===== src/rtl/pipeline_sequencer_if.sv =====
// Purpose  : control/status bundle between the debug front-end and the pipeline run controller.
// Latency  : wires only; timing is defined by pipeline_sequencer.
// Backpress: none; i_start/i_step/i_abort are single-cycle requests with no acknowledge.
// Ports    : master = front-end (drives i_* requests and opcode tap), slave = sequencer (drives o_* status).
interface pipeline_sequencer_if #(
  parameter int NB_OPCODE = 6,
  parameter int NB_CYCLES = 32
);
  logic                 i_start;
  logic                 i_mode;
  logic                 i_step;
  logic                 i_abort;
  logic [NB_OPCODE-1:0] i_if_opcode;
  logic                 o_pipe_enable;
  logic                 o_pc_enable;
  logic                 o_busy;
  logic                 o_done;
  logic [NB_CYCLES-1:0] o_cycle_count;
  logic [2:0]           o_state;

  modport master (
    output i_start, i_mode, i_step, i_abort, i_if_opcode,
    input  o_pipe_enable, o_pc_enable, o_busy, o_done, o_cycle_count, o_state
  );

  modport slave (
    input  i_start, i_mode, i_step, i_abort, i_if_opcode,
    output o_pipe_enable, o_pc_enable, o_busy, o_done, o_cycle_count, o_state
  );
endinterface


===== src/rtl/pipeline_sequencer.sv =====
// Purpose  : run/step controller for the 5-stage pipeline; stops the PC on HALT, drains, flags done.
// Latency  : pipe/pc enables are combinational from state+halt; busy/done/count/state update one cycle later.
// Backpress: none; requests arriving in a state that cannot take them are dropped, never queued.
// Ports    : i_clk, i_reset (async active-low), bus (slave modport: start/mode/step/abort/opcode in,
//            pipe_enable/pc_enable/busy/done/cycle_count/state out).
module pipeline_sequencer #(
  parameter int                 NB_OPCODE   = 6,
  parameter logic [NB_OPCODE-1:0] HALT_OPCODE = '1,
  parameter int                 PIPE_DEPTH  = 5,
  parameter int                 NB_CYCLES   = 32
) (
  input  logic                 i_clk,
  input  logic                 i_reset,
  pipeline_sequencer_if.slave  bus
);

  typedef enum logic [2:0] {
    ST_IDLE      = 3'd0,
    ST_RUN       = 3'd1,
    ST_STEP_WAIT = 3'd2,
    ST_STEP_EXEC = 3'd3,
    ST_DRAIN     = 3'd4,
    ST_DONE      = 3'd5
  } state_t;

  localparam int                  NB_DRAIN   = $clog2(PIPE_DEPTH) + 1;
  localparam logic [NB_DRAIN-1:0] DRAIN_LOAD = NB_DRAIN'(PIPE_DEPTH - 1);

  state_t               state_q, state_d;
  logic [NB_DRAIN-1:0]  drain_q, drain_d;
  logic [NB_CYCLES-1:0] count_q, count_d;
  logic                 busy_q, busy_d;
  logic                 done_q, done_d;

  logic halt;
  logic pipe_enable;
  logic pc_enable;

  assign halt = (bus.i_if_opcode == HALT_OPCODE);

  // Enables follow the current state directly so the stage registers see them in the same cycle.
  always_comb begin
    pipe_enable = 1'b0;
    pc_enable   = 1'b0;
    case (state_q)
      ST_RUN, ST_STEP_EXEC: begin
        pipe_enable = 1'b1;
        pc_enable   = !halt;     // PC parks on the HALT word
      end
      ST_DRAIN: pipe_enable = 1'b1;
      default: ;
    endcase
  end

  always_comb begin
    state_d = state_q;
    drain_d = drain_q;
    done_d  = done_q;
    count_d = count_q;

    // Saturating count of enabled cycles; a restart may override this below.
    if (pipe_enable && (count_q != '1))
      count_d = count_q + NB_CYCLES'(1);

    if (bus.i_abort) begin
      // Abort keeps the count for debug readout but forgets any finished run.
      state_d = ST_IDLE;
      done_d  = 1'b0;
      drain_d = '0;
    end else begin
      case (state_q)
        ST_IDLE, ST_DONE: begin
          if (bus.i_start) begin
            state_d = bus.i_mode ? ST_STEP_WAIT : ST_RUN;
            count_d = '0;
            done_d  = 1'b0;
          end
        end
        ST_RUN: begin
          if (halt) begin
            drain_d = DRAIN_LOAD;
            state_d = ST_DRAIN;
          end
        end
        ST_STEP_WAIT: begin
          if (bus.i_step)
            state_d = ST_STEP_EXEC;
        end
        ST_STEP_EXEC: begin
          if (halt) begin
            drain_d = DRAIN_LOAD;
            state_d = ST_DRAIN;
          end else begin
            state_d = ST_STEP_WAIT;
          end
        end
        ST_DRAIN: begin
          // Counter value 1 marks the last drain cycle; <= also covers a depth-1 pipe.
          drain_d = (drain_q != '0) ? drain_q - NB_DRAIN'(1) : '0;
          if (drain_q <= NB_DRAIN'(1)) begin
            state_d = ST_DONE;
            done_d  = 1'b1;
          end
        end
        default: state_d = ST_IDLE;
      endcase
    end

    busy_d = (state_d == ST_RUN) || (state_d == ST_STEP_WAIT) ||
             (state_d == ST_STEP_EXEC) || (state_d == ST_DRAIN);
  end

  always_ff @(posedge i_clk or negedge i_reset) begin
    if (!i_reset) begin
      state_q <= ST_IDLE;
      drain_q <= '0;
      count_q <= '0;
      busy_q  <= 1'b0;
      done_q  <= 1'b0;
    end else begin
      state_q <= state_d;
      drain_q <= drain_d;
      count_q <= count_d;
      busy_q  <= busy_d;
      done_q  <= done_d;
    end
  end

  assign bus.o_pipe_enable = pipe_enable;
  assign bus.o_pc_enable   = pc_enable;
  assign bus.o_busy        = busy_q;
  assign bus.o_done        = done_q;
  assign bus.o_cycle_count = count_q;
  assign bus.o_state       = state_q;

endmodule

===== src/flat_wrapper.sv =====
// flat-port wrapper written by rule: the top's interface ports become plain ports
module pipeline_sequencer_flat 
#(
  parameter int                 NB_OPCODE   = 6,
  parameter logic [NB_OPCODE-1:0] HALT_OPCODE = '1,
  parameter int                 PIPE_DEPTH  = 5,
  parameter int                 NB_CYCLES   = 32
)
  (i_clk, i_reset, bus_i_start, bus_i_mode, bus_i_step, bus_i_abort, bus_i_if_opcode, bus_o_pipe_enable, bus_o_pc_enable, bus_o_busy, bus_o_done, bus_o_cycle_count, bus_o_state);
  pipeline_sequencer_if #(.NB_OPCODE(NB_OPCODE), .NB_CYCLES(NB_CYCLES)) bus_i ();
  input  logic i_clk;
  input  logic i_reset;
  input wire logic [$bits(bus_i.i_start)-1:0] bus_i_start;
  input wire logic [$bits(bus_i.i_mode)-1:0] bus_i_mode;
  input wire logic [$bits(bus_i.i_step)-1:0] bus_i_step;
  input wire logic [$bits(bus_i.i_abort)-1:0] bus_i_abort;
  input wire logic [$bits(bus_i.i_if_opcode)-1:0] bus_i_if_opcode;
  output wire logic [$bits(bus_i.o_pipe_enable)-1:0] bus_o_pipe_enable;
  output wire logic [$bits(bus_i.o_pc_enable)-1:0] bus_o_pc_enable;
  output wire logic [$bits(bus_i.o_busy)-1:0] bus_o_busy;
  output wire logic [$bits(bus_i.o_done)-1:0] bus_o_done;
  output wire logic [$bits(bus_i.o_cycle_count)-1:0] bus_o_cycle_count;
  output wire logic [$bits(bus_i.o_state)-1:0] bus_o_state;
  assign bus_i.i_start = bus_i_start;
  assign bus_i.i_mode = bus_i_mode;
  assign bus_i.i_step = bus_i_step;
  assign bus_i.i_abort = bus_i_abort;
  assign bus_i.i_if_opcode = bus_i_if_opcode;
  assign bus_o_pipe_enable = bus_i.o_pipe_enable;
  assign bus_o_pc_enable = bus_i.o_pc_enable;
  assign bus_o_busy = bus_i.o_busy;
  assign bus_o_done = bus_i.o_done;
  assign bus_o_cycle_count = bus_i.o_cycle_count;
  assign bus_o_state = bus_i.o_state;
  pipeline_sequencer #(.NB_OPCODE(NB_OPCODE), .HALT_OPCODE(HALT_OPCODE), .PIPE_DEPTH(PIPE_DEPTH), .NB_CYCLES(NB_CYCLES)) u_core (.i_clk(i_clk), .i_reset(i_reset), .bus(bus_i));
endmodule

===== config.mk =====
export PLATFORM = sky130hd
export DESIGN_NAME = pipeline_sequencer_flat
export DESIGN_NICKNAME = d
export VERILOG_FILES = /design/src/rtl/pipeline_sequencer_if.sv /design/src/rtl/pipeline_sequencer.sv /design/src/flat_wrapper.sv
export SDC_FILE = /design/constraint.sdc
export NUM_CORES = 1
export LEC_CHECK = 0
export ABC_CLOCK_PERIOD_IN_PS = 2900
export CAP_MARGIN = 20
export CORE_ASPECT_RATIO = 0.7
export CORE_MARGIN = 2
export CORE_UTILIZATION = 50
export DETAILED_ROUTE_END_ITERATION = 6
export PLACE_DENSITY = 0.77
export SLEW_MARGIN = 0
export SYNTH_ARGS = -nofsm -noshare
export SYNTH_HDL_FRONTEND = slang
export SYNTH_SLANG_ARGS = --single-unit
export TNS_END_PERCENT = 10

===== constraint.sdc =====
create_clock -name i_clk -period 2.9 [get_ports i_clk]
set_input_delay 0.435 -clock i_clk [delete_from_list [all_inputs] [get_ports i_clk]]
set_output_delay 0.435 -clock i_clk [all_outputs]
set_load 0.1 [all_outputs]

After elaboration in Yosys (flattened, before gate mapping)

Index checks and enable logic that the tools add are counted.
Widths: inputs -> output; s select.

Input bits: 12
Register bits after elaboration: 41
Output and inout bits: 39
Logic and storage cells: 58

Eq/ne operators: 14
Reductions and logical operators: 14
Magnitude comparators: 1
Add/subtract/negate cells: 2
Mux-type cells: 22

Operators by type and width:

| operator              | number |
|---|---|
| $mux 32               | 4 |
| $add 32x1->32 const B | 1 |
| $ne 32x32->1 const B  | 1 |
| $mux 3                | 6 |
| $pmux 3 s5            | 1 |
| $eq 3x2->1 const B    | 4 |
| $mux 4                | 3 |
| $eq 3x3->1 const B    | 3 |
| $pmux 4 s2            | 1 |
| $eq 3x1->1 const B    | 2 |
| $eq 6x6->1 const B    | 1 |
| $reduce_bool 3->1     | 2 |
| $mux 1                | 5 |
| $le 4x1->1 const B    | 1 |
| $reduce_bool 4->1     | 1 |
| $reduce_or 2->1       | 2 |
| $sub 4x1->4 const B   | 1 |
| $logic_not 3->1       | 1 |
| $logic_or 1x1->1      | 3 |
| $ne 3x1->1 const B    | 1 |
| $ne 3x2->1 const B    | 1 |
| $ne 3x3->1 const B    | 1 |
| $reduce_and 3->1      | 1 |
| $reduce_or 3->1       | 1 |
| 5 further kinds       | 5 |

Depth between registers and ports, before layout

Gate-level depths: netlist of run 1.

Depth in word-level cells: 8
Mapped depth: 7
Mapped depth without buffers: 6

Worst setup path after synthesis of run 1

OpenSTA, ideal clock, no wires.

Path kind: register to output
Start: reg u_core.state_q[2] (netlist: u_core.bus.o_state[2])
End: out bus_o_pc_enable
Data arrival time: 2513 ps
Data required time: 2465 ps
Setup slack: -48 ps
Stages on the path, launching flop included: 4
Buffers on the path: 1
Path through: dfrtp_1 -> clkbuf_1 -> nand2b_1 -> nor2_1

Word-level cells in the longest chain between the ends: 3
Elaborated cells between the ends (all ways): 4
Those cells by class: eq/ne (2); mux (1); reduce/logical (1)

Ends and longest elaborated chain:

| item                                     | RTL line                  | text |
|---|---|---|
| from (decl)                              | pipeline_sequencer.sv:29  | `state_t state_q, state_d;` |
| from (signal assigned)                   | pipeline_sequencer.sv:121 | `state_q <= state_d;` |
| $eq 3x1->1 or $eq 3x2->1 (tied branches) | pipeline_sequencer.sv:45  | `case (state_q)` |
| $reduce_or 2->1 (no source line) *       | -                         |  |
| $mux 1 *                                 | pipeline_sequencer.sv:45  |  |
| to (decl)                                | flat_wrapper.sv:19        | `output wire logic [$bits(bus_i.o_pc_enable)-1:0] bus_o_pc_enable;` |

Mark *: on every way between the ends. The rest lies on a longest branch, timed or not.

Worst setup path after layout of run 1

Start: reg u_core.state_q[2] (netlist: u_core.bus.o_state[2])
End: reg u_core.count_q[30] (netlist: u_core.bus.o_cycle_count[30])

Word-level cells in the longest chain between the ends: 8
Elaborated cells between the ends (all ways): 13
Those cells by class: eq/ne (4); mux (5); reduce/logical (4)

Ends and longest elaborated chain:

| item                                     | RTL line                  | text |
|---|---|---|
| $eq 3x1->1, or another cell as far along | pipeline_sequencer.sv:45  |  |
| $reduce_or 3->1 (no source line)         | -                         |  |
| $mux 1                                   | pipeline_sequencer.sv:45  |  |
| $logic_and 1x1->1                        | pipeline_sequencer.sv:62  | `if (pipe_enable && (count_q != '1))` |
| $mux 32                                  | pipeline_sequencer.sv:62  |  |
| $mux 32                                  | pipeline_sequencer.sv:73  | `if (bus.i_start) begin` |
| $mux 32                                  | pipeline_sequencer.sv:71  | `case (state_q)` |
| $mux 32 *                                | pipeline_sequencer.sv:65  | `if (bus.i_abort) begin` |
| net u_core.count_d[30]                   | pipeline_sequencer.sv:31  | `logic [NB_CYCLES-1:0] count_q, count_d;` |
| to (signal assigned)                     | pipeline_sequencer.sv:123 | `count_q <= count_d;` |
| to (decl)                                | pipeline_sequencer.sv:31  |  |

The timed path passes the listed nets; every way through them passes the cells marked *.
A chain may end at the register's enable or synchronous reset.

==> metrics.txt, run 1 <==
Ys Warns 0; initial antenna violation count 0; Port-buffer cells 50; flops & latches, synth 41; worst skew pair latency roughly 300 ps; LEAKAGE ~1.2 nW; clock root buffer clkbuf_8; detailed-route vias per instance ~6; Synth async-reset ratio 1.00; final setup TNS 0 ps; final wirelength between 5000 and 6000 µm; critical path arrival between 2000 and 3000 ps; # IOs 51; drc violations 0; GR Util met1 0.381; GRT Util Overall 0.243; Iteration-0 DRC Markers roughly 160; worst-case clock buffer depth 2; # resized after CTS 0; Peak VDD IR 439 µV; first-pass GRT wire length around 9600 µm; unrepaired setup endpoints after global routing no; Final Cell Area approximately 2900 µm²; Post-synth top cells 41 x dfrtp_1, 23 x a21oi_1, 23 x nor2_1, 21 x nand2_1; max-cap viol count 0; Die ar. 5200 µm²; Area contributors post-synth dfrtp_1 44%, a21oi_1 5.0%, nor2_1 3.7%; vias in the first global route 1934; standard-cell row count 20; outcome complete, no violations; Synth top area share 0.443; post-synthesis cell area 2320 µm²; critical path fanouts, max 12; number of nets in the layout roughly 330; diode count 0; required time of the critical path roughly 3100 ps; Area Growth Syn to Fin 24.3%; grt ovf 0; fill count 395; placed cell areas around 2800 µm²; met3 Track Usage GR 0.0435; Finish-stage setup viols 0; most used routing layer met1; GPL Wtd Cong between 0.7 and 0.8; CP Launch Type flip-flop; Worst Setup Path Type flip-flop to flip-flop; pre-CTS setup slack around 400 ps; # hold bufs at CTS 0; Antenna Nets Post-Route 0; HPWL after DPL around 4200 µm; post-synth cell types 44; largest area contributor in the netlist dfrtp_1; Mapped Nets about 280; met2 Use GR 0.339; layout cells sized above 1 0.201; CTS H-Tree Depth 2; TritonCTS clock tree built; Tcrit/Tclk final 0.859; routed length per instance roughly 16 µm; Die H roughly 61 µm; relative slew slack 0.402; Setup Skew 10.7 ps; register area share after synthesis 0.443; CORE AREA 4400 µm²; Final Hold Viols 0; Tmin final about 2500 ps; CTS Sinks between 40 and 50; Setup WS post-layout a little over 400 ps; vias about 2200; Clock transition at path regs roughly 80 ps; # Post-CTS Setup Buffers 0; Top FF cell, synth dfrtp_1; Initial Util 0.526; Peak Freq 401 MHz; Worst Setup End Kind flip-flop; largest net degree at the start of global routing between 40 and 50; count leader, synth dfrtp_1; Final Max Tran Viols 0; power per cell area approximately 470 nW/µm²; clock buffer count from CTS 5; Post-Syn Instances approximately 260; Syn Area/Cell a little under 9 µm²; overall die width ~85 µm; Tightest Hold Check Type primary input to asynchronous set/reset pin; Slew @ Worst Pin between 800 and 900 ps; Pre-antenna DRT Iters 5; number of flops mapped to enable cells by yosys 0
-- report_power, final --
| group | internal (mW) | switching [mW] | leakage [nW] | total (mW) |
|---|---|---|---|---|
| Clock | 0.188 | 0.200 | 0.0433 | 0.388 |
| Sequential | 0.593 | 0.0300 | 0.567 | 0.623 |
| Combinational | 0.0758 | 0.262 | 0.638 | 0.338 |
-- registers in the layout (all words and copies together) (netlist names) --
signal and count:
u_core.bus.o_cycle_count 32, u_core.bus.o_done 1, u_core.drain_q 4, u_core.bus.o_state 3, u_core.bus.o_busy 1
-- cells by family after synthesis --
logic type / count (synthesis) / synth area share
and+or+nand+nor: 124 / 0.293
AOI/OAI and AO/OA: 65 / 0.175
DFF: 41 / 0.443
buffers and inverters: 17 / 0.0281
xor gates and xnor gates: 8 / 0.0303
muxes: 6 / 0.0259
adders and majority gates: 1 / 0.00540
-- layer usage --
layer  vias to the layer above  share of wire  routed length, µm
li1                       1074              -                  -
met1                      1039           0.50               2930
met2                        78           0.42               2460
met3                         7          0.064                375
met4                         0          0.011                 65
met5                         -              0                  0
-- stage by stage --
stage          total power [mW]  hold WS, ps   util  instances
2_1_floorplan             0.880          139      -        262
3_3_place_gp              0.970          512  0.633        362
3_5_place_dp              0.974          527  0.633        362
4_1_cts                    1.36          293  0.654        369
5_1_grt                    1.40          339  0.654        369
6_report                   1.35          262  0.654        369
-- placed cells by master (no fill, tap or decap), types with 2 or more instances in the layout --
cell and n:
clkdlybuf4s50_1 10, o211ai_1 2, nand3b_1 2, or4_1 3
o211a_1 2, or2_2 3, nor2_1 22, a31o_2 2
mux2i_1 6, nor3_1 6, or3_1 12, xnor2_1 7
nor4_1 2, a211o_1 2, nand3_1 16, buf_4 44
a211oi_1 5, and4_1 3, nand2_1 21, a21oi_1 23
nor3b_1 3, clkbuf_8 6, nand4_1 12, o21ai_0 16
nand2b_1 4, o31ai_1 5, and3_1 4, dfrtp_1 41
inv_1 7, nor2b_1 3, a31oi_1 3
-- worst max-delay path, cell delays in order (launching register included) --
cell and delay (ps):
dfrtp_1 530, or3b_4 460, a2111o_1 510, nor3_1 470, a31oi_1 170, a211oi_1 250
-- final timing paths --
path | start | endpoint | slack [ps] | depth (start not counted)
max | u_core.bus.o_state[2] | u_core.bus.o_cycle_count[30] | 410 | 5
min reg2reg | u_core.bus.o_cycle_count[6] | u_core.bus.o_cycle_count[6] | 540 | 1
max reg2reg | u_core.bus.o_state[2] | u_core.bus.o_cycle_count[30] | 410 | 5
max in group asynchronous | i_reset | u_core.bus.o_busy | 2070 | 1
min in group i_clk | u_core.bus.o_cycle_count[6] | u_core.bus.o_cycle_count[6] | 540 | 1
min | i_reset | u_core.bus.o_cycle_count[0] | 260 | 1
-- final cells by class --
cell class	count	area (µm²)	share of cell area
multi-input cells	204	1230	0.428
flip-flops and latches	41	1030	0.356
repair buffers	55	435	0.151
clock buffers	6	82.6	0.0287
well taps	55	68.8	0.0239
inverters	7	26.3	0.00913
clock inverters	1	7.51	0.00261
Note: power is estimated with default switching activity, not from simulation.
==> inputs of run 2 (changes only) <==
CTS_CLUSTER_SIZE = 24   (was not set)
==> results of run 2 <==
Final layout, timing and power as in run 1 (identical DEF).
